<file path="src/rtl/brat_ckpt_ctrl.sv">
// brat_ckpt_ctrl: branch RAT checkpoint tag allocator, in-order retire and mispredict recovery sequencer.
// Optional perf counters enabled by defining BRAT_CTRL_PERF_EN.
module brat_ckpt_ctrl #(
    parameter int NUM_BRATS       = 16,
    parameter int RECOVERY_CYCLES = 2
) (
    input  logic                         clk,
    input  logic                         rst,
    input  logic                         flush,
    input  logic                         alloc_req,
    output logic                         alloc_gnt,
    output logic [$clog2(NUM_BRATS)-1:0] alloc_tag,
    input  logic                         resolve_valid,
    input  logic [$clog2(NUM_BRATS)-1:0] resolve_tag,
    input  logic                         resolve_mispredict,
    output logic                         recover_start,
    output logic [$clog2(NUM_BRATS)-1:0] recover_tag,
    output logic                         rename_stall,
    output logic [NUM_BRATS-1:0]         ckpt_busy,
    output logic [$clog2(NUM_BRATS):0]   num_outstanding,
    output logic                         full,
    output logic                         empty
`ifdef BRAT_CTRL_PERF_EN
    ,
    output logic [31:0]                  perf_allocs,
    output logic [31:0]                  perf_mispredicts,
    output logic [31:0]                  perf_stall_cycles
`endif
);
    localparam int W  = $clog2(NUM_BRATS);
    localparam int SW = RECOVERY_CYCLES > 1 ? $clog2(RECOVERY_CYCLES) : 1;

    typedef enum logic {IDLE, RECOVER} state_e;

    state_e         state_q, state_d;
    logic [W-1:0]   head_q, head_d, tail_q, tail_d, rtag_q, rtag_d;
    logic [W:0]     cnt_q, cnt_d;
    logic [NUM_BRATS-1:0] busy_q, busy_d;
    logic [SW-1:0]  stall_q, stall_d;
    logic           start_q, start_d;
    logic           mp, mp_acc, free, gnt;
    logic [W-1:0]   res_age, rtag_age;

    assign full            = cnt_q == (W+1)'(NUM_BRATS);
    assign empty           = cnt_q == '0;
    assign alloc_gnt       = gnt;
    assign alloc_tag       = tail_q;
    assign recover_start   = start_q;
    assign recover_tag     = rtag_q;
    assign rename_stall    = state_q == RECOVER;
    assign ckpt_busy       = busy_q;
    assign num_outstanding = cnt_q;

    always_comb begin
        mp       = resolve_valid & resolve_mispredict;
        res_age  = resolve_tag - head_q;
        rtag_age = rtag_q - head_q;
        // In RECOVER only a strictly older busy tag may redirect the recovery.
        mp_acc   = mp & busy_q[resolve_tag] & (state_q == IDLE || res_age < rtag_age);
        free     = (cnt_q != '0) & ~busy_q[head_q];
        gnt      = alloc_req & ~full & (state_q == IDLE) & ~mp;
        busy_d   = busy_q;
        if (resolve_valid && !resolve_mispredict)
            busy_d[resolve_tag] = 1'b0;
        for (int i = 0; i < NUM_BRATS; i++)
            if (mp_acc && W'(W'(i) - head_q) >= res_age)
                busy_d[i] = 1'b0;
        if (gnt)
            busy_d[tail_q] = 1'b1;
        head_d  = head_q + W'(free);
        tail_d  = mp_acc ? resolve_tag : tail_q + W'(gnt);
        cnt_d   = mp_acc ? {1'b0, res_age} - (W+1)'(free)
                         : cnt_q + (W+1)'(gnt) - (W+1)'(free);
        start_d = mp_acc;
        rtag_d  = mp_acc ? resolve_tag : rtag_q;
        state_d = mp_acc ? RECOVER : (state_q == RECOVER && stall_q == '0) ? IDLE : state_q;
        stall_d = mp_acc ? SW'(RECOVERY_CYCLES - 1)
                         : (state_q == RECOVER && stall_q != '0) ? stall_q - 1'b1 : stall_q;
    end

    always_ff @(posedge clk) begin
        if (rst || flush) begin
            state_q <= IDLE;
            head_q  <= '0;
            tail_q  <= '0;
            cnt_q   <= '0;
            busy_q  <= '0;
            stall_q <= '0;
            start_q <= 1'b0;
            rtag_q  <= '0;
        end else begin
            state_q <= state_d;
            head_q  <= head_d;
            tail_q  <= tail_d;
            cnt_q   <= cnt_d;
            busy_q  <= busy_d;
            stall_q <= stall_d;
            start_q <= start_d;
            rtag_q  <= rtag_d;
        end
    end

`ifdef BRAT_CTRL_PERF_EN
    logic [31:0] pa_q, pa_d, pm_q, pm_d, ps_q, ps_d;

    // Saturating event counters; they survive flush so software sees whole-run totals.
    always_comb begin
        pa_d = pa_q + 32'(gnt && pa_q != '1);
        pm_d = pm_q + 32'(mp_acc && pm_q != '1);
        ps_d = ps_q + 32'(rename_stall && ps_q != '1);
    end

    always_ff @(posedge clk) begin
        if (rst) begin
            pa_q <= '0;
            pm_q <= '0;
            ps_q <= '0;
        end else begin
            pa_q <= pa_d;
            pm_q <= pm_d;
            ps_q <= ps_d;
        end
    end

    assign perf_allocs       = pa_q;
    assign perf_mispredicts  = pm_q;
    assign perf_stall_cycles = ps_q;
`endif
endmodule

</file>
<file path="config.mk">
export PLATFORM = sky130hd
export DESIGN_NAME = brat_ckpt_ctrl
export DESIGN_NICKNAME = d
export VERILOG_FILES = /design/src/rtl/brat_ckpt_ctrl.sv
export SDC_FILE = /design/constraint.sdc
export NUM_CORES = 1
export LEC_CHECK = 0
export ABC_AREA = 0
export BUFFER_PORTS_ARGS = -buffer_cell sky130_fd_sc_hd__buf_2
export CAP_MARGIN = 15
export CORE_MARGIN = 2
export CORE_UTILIZATION = 45
export CTS_BUF_LIST = sky130_fd_sc_hd__clkbuf_2 sky130_fd_sc_hd__clkbuf_4 sky130_fd_sc_hd__clkbuf_8
export DETAILED_ROUTE_END_ITERATION = 10
export GPL_TIMING_DRIVEN = 0
export PLACE_DENSITY = 0.77
export SLEW_MARGIN = 20
export SYNTH_ARGS = -nofsm -noshare
export SYNTH_HDL_FRONTEND = slang
export SYNTH_SLANG_ARGS = --single-unit
</file>
<file path="constraint.sdc">
create_clock -name clk -period 8.3 [get_ports clk]
set_clock_uncertainty 0.05 [all_clocks]
set_input_delay 1.66 -clock clk [delete_from_list [all_inputs] [get_ports clk]]
set_output_delay 1.66 -clock clk [all_outputs]
set_load 0.005 [all_outputs]
</file>
==> flow_metrics.tcl, run 1 <==
set metrics [dict create \
    n_antenna_cell 0 \
    grt_overflow 0 \
    pwr-share-comb_pct 55.6 \
    clock_latency_ns 0.30 \
    cts_tree "done" \
    synth_area_leaders "dfxtp_1 21%, ha_1 16%, a21oi_1 4.6%" \
    yosysTopAreaCell "dfxtp_1" \
    fin_crit_sh_pct 60.6 \
    p_int_mw 0.435 \
    end_kind "register" \
    holdBufCountCts 0 \
    drc 0 \
    arrival_ns 5.14 \
    rows 31 \
    multi_input_area_um2 2420 \
    startpoint_type "primary input" \
    core_um2 7250 \
    grtUsageTotal_pct 24.1 \
    ctsLongestPathBuffers 2 \
    cts.sink_count 36 \
    num_vias 3211 \
    regArea_um2 721 \
    die_h_um 90.5 \
    finalHoldViolCount 0 \
    yosys-top-cells-count "43 x ha_1, 36 x dfxtp_1, 31 x a21oi_1" \
    ir_drop_v 0.0000720 \
    h-tree-depth 2 \
    relSlewSlack_pct 52.0 \
    seq_area_frac_synth_pct 21.4 \
    synth_fp_nets 440 \
    status "finished, final reports clean" \
    antenna_found_initial 0 \
    grt_max_degree 14 \
    place.gp.congestion 0.996 \
    drt-initial-drc-count 214 \
    ant_nets 0 \
    worst-endpoint-required_ns 8.41 \
    whs_ns 0.417 \
    layout-area-overhead-vs-synth_pct 12.8 \
    setup_viol 0 \
    path_max_fanout 10 \
    power_density_nw_per_um2 201 \
    cts_root_buf "clkbuf_8" \
    n_fill_cell 678 \
    wl_mm 9.80 \
    post_cts_resized 0 \
    die_w_um 90.5 \
    hp-class "register to register" \
    final_core_utilization_pct 52.3 \
    seqPwrFrac_pct 26.3 \
    switchingPower_mw 0.327 \
    synth_edf_count 0 \
    yosys.cell_count.top_type "ha_1" \
    rsz0062_at_grt "false" \
    synth_top_cell_area_share_pct 21.4 \
    synth_ff_type "dfxtp_1" \
    ys.warnings.count 0 \
    synth.avg_cell_area_um2 8.79 \
    io_pins 44 \
    timing.fmax_mhz 199 \
    async_flop_share_pct 0 \
    synth.distinct_cells 58 \
    wl_per_cell_um 18.4 \
    io_buffers 43 \
    finalPower_mw 0.762 \
    syn-instance-count 383 \
    syn-cell-area_um2 3370 \
    cap_violations 0 \
    initial_core_util_pct 46.4 \
    path_class "primary input to register" \
    grt_pass1_wl_mm 15.7 \
    final_max_slew_viol_count 0 \
    cts-buffers-inserted 5 \
    tns_ns 0 \
    drive_gt1_share_pct 19.8 \
    worst_pin_slew_ns 0.720 \
    via_per_inst 6.02 \
    drt_first_pass_iters 5 \
    postCtsSetupBuffers 0 \
    clk_pin_slew_ns 0.08 \
    dieArea_um2 8190 \
    place_hpwl_mm 7.52 \
    grt_pass1_vias 3091 \
    switching_share_pct 42.9 \
    final_nets 490 \
    p_leak_nw 1.64 \
    synth_seq_cells 36 \
    pwr-share-clk_pct 18.2 \
    period_needed_ns 5.03 \
]
placed cells by master, fill, tap and decap left out, types with 3 or more instances in the layout:
cell / instances
o21ai_0: 16
clkbuf_8: 5
o211ai_1: 12
a211o_1: 8
a211oi_1: 7
ha_1: 43
dfxtp_1: 36
clkbuf_1: 4
buf_6: 4
nand3b_1: 4
xor2_1: 8
nor2_1: 19
o311ai_0: 4
a21o_1: 7
nand2b_1: 6
mux2i_1: 12
fa_1: 4
nand2_1: 20
nor2b_1: 8
inv_1: 26
xnor2_1: 13
a21oi_1: 31
buf_2: 52
mux4_2: 5
o22ai_1: 13
nor3_1: 8
and2_1: 3
nand3_1: 16
worst max-delay path, stage by stage:
cell and delay [ns]:
buf_2 0.15, buf_2 0.21, inv_1 0.15, ha_1 0.23
inv_1 0.07, fa_1 0.47, xor2_1 0.30, inv_1 0.26
ha_1 0.37, nor2b_1 0.13, a211o_1 0.14, mux2_2 0.15
nor2_1 0.04, a2111oi_1 0.61, o22ai_1 0.18
final timing paths:
check                  startpoint                   endpoint  slack, ns  cells after the start
max                resolve_tag[0]   ckpt_busy[13]$_SDFF_PP0_       3.27                     15
min reg2reg  stall_q$_SDFFE_PP0P_  rename_stall$_SDFFE_PP0P_       0.42                      2
max reg2reg  head_q[2]$_SDFF_PP0_   ckpt_busy[13]$_SDFF_PP0_       4.16                     12
min          stall_q$_SDFFE_PP0P_  rename_stall$_SDFFE_PP0P_       0.42                      2
stage by stage:
stage	area (um^2)	instances	worst slack [ns]
floorplan	3370	383	3.96
global placement	3700	525	3.12
detailed placement	3700	525	3.03
CTS	3790	533	3.33
global route	3790	533	3.12
finish	3790	533	3.27
logic make-up after synthesis:
kind of cell / share of synthesized area, %
fa+ha+maj: 18.4
xor+xnor: 7.10
compound gates: 24.7
flops: 21.4
buf+inv: 6.69
simple gates: 14.2
mux: 7.58
power groups by stage:
stage                     clock, mW  sequential (mW)  combinational (mW)
final                         0.139            0.200               0.423
after global routing          0.144            0.202               0.479
after CTS                     0.137            0.200               0.418
after detailed placement          0            0.204               0.417
after global placement            0            0.203               0.398
after floorplan                   0            0.201               0.320
registers in the layout, indices dropped and copies added, names as in the netlist:
name             flops
alloc_tag            4
ckpt_busy           16
head_q               4
num_outstanding      5
recover_start        1
recover_tag          4
rename_stall         1
stall_q              1
area by class of cell:
| cell class | instances | share of cell area, % |
|---|---|---|
| clock buffers | 5 | 1.81 |
| plain buffers | 19 | 3.26 |
| inverters | 27 | 2.67 |
| repair buffers | 43 | 5.67 |
| multi-input cells | 301 | 63.8 |
| flip-flops and latches | 36 | 19.0 |
| clock inverters | 3 | 0.561 |
| well taps | 99 | 3.26 |
routing by layer:
layer / track usage [%] / up-vias / wire (um) / part of all wire, %
met5: 0 / - / 0 / 0
met4: 8.46 / 0 / 265 / 2.7
met3: 3.34 / 30 / 566 / 5.8
met2: 39.9 / 139 / 4570 / 47
met1: 32.1 / 1525 / 4400 / 45
li1: - / 1517 / - / -
(Power assumes the default switching activity.)
==> run 2, diff against run 1 <==
--- a/config.mk
+++ b/config.mk
@@ -5,7 +5,7 @@
 export SDC_FILE = /design/constraint.sdc
 export NUM_CORES = 1
 export LEC_CHECK = 0
-export ABC_AREA = 0
+export ABC_AREA = 1
 export BUFFER_PORTS_ARGS = -buffer_cell sky130_fd_sc_hd__buf_2
 export CAP_MARGIN = 15
 export CORE_MARGIN = 2
==> constraint.sdc (replaced) <==
create_clock -name clk -period 5 [get_ports clk]
set_clock_uncertainty 0.05 [all_clocks]
set_input_delay 1 -clock clk [delete_from_list [all_inputs] [get_ports clk]]
set_output_delay 1 -clock clk [all_outputs]
set_load 0.005 [all_outputs]
==> flow_metrics.tcl, run 2 <==
set metrics [dict create \
    yosys.cell_count.top_type "nand2_1" \
    n_antenna_cell 0 \
    initial_core_util_pct 47.1 \
    antenna_found_initial 0 \
    min-delay-start "recover_tag[0]$_SDFFE_PP0P_" \
    path_max_fanout 10 \
    io_buffers 43 \
    ys.warnings.count 0 \
    holdBufCountCts 0 \
    ctsLongestPathBuffers 2 \
    synth_top_cell_area_share_pct 20.9 \
    grt_overflow 0 \
    place_hpwl_mm 7.83 \
    io_pins 44 \
    grt_pass1_wl_mm 16.4 \
    slowest_delay_ns 0.60 \
    relSlewSlack_pct 54.4 \
    async_flop_share_pct 0 \
    worst_pin_slew_ns 0.678 \
    fin_ws_ns 0.997 \
    final_max_slew_viol_count 0 \
    seq_area_frac_synth_pct 20.9 \
    drt_first_pass_iters 6 \
    synthXorXnorAreaFrac_pct 4.31 \
    met3_usage_pct 3.73 \
    worst-endpoint-required_ns 5.19 \
    power_density_nw_per_um2 320 \
    wl_per_cell_um 14.3 \
    grt.met2_usage_pct 40.3 \
    finalHoldViolCount 0 \
    synth.avg_cell_area_um2 6.33 \
    rows 31 \
    grt_use_met1_pct 32.9 \
    final_nets 652 \
    clock_latency_ns 0.30 \
    post_cts_resized 0 \
    synth_top_family_by_area "simple AND/OR/NAND/NOR gates" \
    clk_pin_slew_ns 0.09 \
    arrival_ns 4.19 \
    ir_drop_v 0.000262 \
    muxShareOfSynthArea_pct 0 \
    timing.fmax_mhz 250 \
    status "finished, final reports clean" \
    startpoint_type "register" \
    via_per_inst 5.30 \
    rrSetupSlack_ns 1.0 \
    synth_area_leaders "dfxtp_1 21%, nand2_1 18%, ha_1 16%" \
    layout_commonest_cell "nand2_1" \
    path_class "register to register" \
    synth.distinct_cells 33 \
    drive_gt1_share_pct 12.4 \
    place_area_um2 3790 \
    synth-compound-area-share_pct 12.0 \
    core_um2 7330 \
    largest_reg_flops 16 \
    rsz0062_at_grt "false" \
    grt_pass1_vias 3408 \
    dieArea_um2 8390 \
    num_vias 3682 \
    cts-buffers-inserted 5 \
    place.gp.congestion 0.990 \
    grtUsageTotal_pct 24.3 \
    yosysTopAreaCell "dfxtp_1" \
    synthAdderAreaFrac_pct 17.9 \
    finalPower_mw 1.25 \
    die_w_um 91.6 \
    cap_violations 0 \
    syn-instance-count 545 \
    cts.sink_count 36 \
    fin_crit_sh_pct 80.1 \
    stdcell_area_um2 3910 \
    min_to "recover_tag[0]$_SDFFE_PP0P_" \
    die_h_um 91.6 \
    grt_max_degree 17 \
    yosys.area_share.simple_pct 33.2 \
    ant_nets 0 \
    cts_root_buf "clkbuf_8" \
    n_fill_cell 732 \
    synth_edf_count 0 \
    cts_tree "done" \
    synth_ff_type "dfxtp_1" \
    worstRegToRegCells 18 \
    p_leak_nw 2.04 \
    drt-initial-drc-count 368 \
    h-tree-depth 2 \
    dpl_worst_slack_ns 1.02 \
    r2r-end "num_outstanding[4]$_SDFF_PP0_" \
    setup_viol 0 \
    wl_mm 9.92 \
    min_path_cells 2 \
    hp-class "register to register" \
    synth_seq_cells 36 \
    layout-area-overhead-vs-synth_pct 13.2 \
    path_cells "clkbuf_1 > o21ai_0 > a21oi_1 > nor2_1 > nor4_1 > ha_1 > inv_1 > ha_1 > inv_1 > fa_1 > or2_2 > a21oi_1 > nor2_1 > xor2_1 > inv_1 > nand2_1 > nand2_1 > a21oi_1" \
    yosys-top-cells-count "168 x nand2_1, 79 x inv_1, 44 x a21oi_1" \
    mostFrequentLayoutCells "168 x nand2_1, 79 x inv_1, 50 x buf_2, 44 x a21oi_1" \
    r2r_start "head_q[0]$_SDFF_PP0_" \
    postCtsSetupBuffers 0 \
    synth_fp_nets 602 \
    critical_path.slowest_cell "nor4_1" \
    tns_ns 0 \
    top_usage_layer "met2" \
    end_kind "register" \
    period_needed_ns 4.00 \
    syn-cell-area_um2 3450 \
    drc 0 \
]
## run 2: cell types whose count changed after synthesis, moves of 12 or more
| cell | change |
|---|---|
| o22ai_1 | -13 |
| nand2_1 | +148 |
| a21oi_1 | +13 |
| nor2_1 | +18 |
| mux2i_1 | -12 |
| nand3_1 | +27 |
| inv_1 | +53 |
## run 2: layer usage
| layer | vias to the layer above | routed length [um] |
|---|---|---|
| li1 | 1829 | - |
| met1 | 1654 | 4400 |
| met2 | 176 | 4530 |
| met3 | 23 | 795 |
| met4 | 0 | 197 |
| met5 | - | 0 |
## run 2: worst max-delay path by stage
stage,from,to,slack (ns),cells after the start
floorplan,resolve_tag[0],ckpt_busy[15]$_SDFF_PP0_,1.69,15
global placement,head_q[0]$_SDFF_PP0_,num_outstanding[4]$_SDFF_PP0_,1.03,18
detailed placement,head_q[0]$_SDFF_PP0_,num_outstanding[4]$_SDFF_PP0_,1.02,18
CTS,head_q[0]$_SDFF_PP0_,num_outstanding[4]$_SDFF_PP0_,1.01,18
global route,head_q[1]$_SDFF_PP0_,num_outstanding[4]$_SDFF_PP0_,0.72,19
finish,head_q[0]$_SDFF_PP0_,num_outstanding[4]$_SDFF_PP0_,1.0,18
## run 2: critical path, delay by kind of cell, from the launching register on
family | cells | cell delay [ns]
compound gates | 4 | 0.67
xor+xnor | 1 | 0.12
fa+ha+maj | 3 | 0.88
buf+inv | 4 | 0.54
flops | 1 | 0.53
simple gates | 6 | 1.14
## run 2: area by class of cell
cell class                      instances  area, um^2  area share, %
Buffer                                 18         103           2.63
Clock buffer                            5        68.8           1.76
Clock inverter                          3        46.3           1.19
Inverter                               80         300           7.69
Multi-Input combinational cell        411        2330           59.6
Sequential cell                        36         721           18.5
Tap cell                               99         124           3.17
Timing Repair Buffer                   43         215           5.51
## run 2: metrics by stage
step,cells,hold slack (ns),utilization [%]
2_1_floorplan,545,0.394,-
3_3_place_gp,687,0.402,51.7
3_5_place_dp,687,0.429,51.7
4_1_cts,695,0.445,53.3
5_1_grt,695,0.463,53.3
6_report,695,0.439,53.3
## run 2: kinds of logic after synthesis
group | after synthesis
AO/OA/AOI/OAI | 76
XOR/XNOR | 17
buffers and inverters | 98
AND/OR/NAND/NOR | 271
adder cells (fa/ha/maj) | 47
flip-flops | 36
## run 2: report_power, final
| group | switching [mW] | internal (mW) | leakage, nW |
|---|---|---|---|
| Clock | 0.126 | 0.150 | 0.0548 |
| Sequential | 0.0235 | 0.305 | 0.291 |
| Combinational | 0.383 | 0.261 | 1.70 |
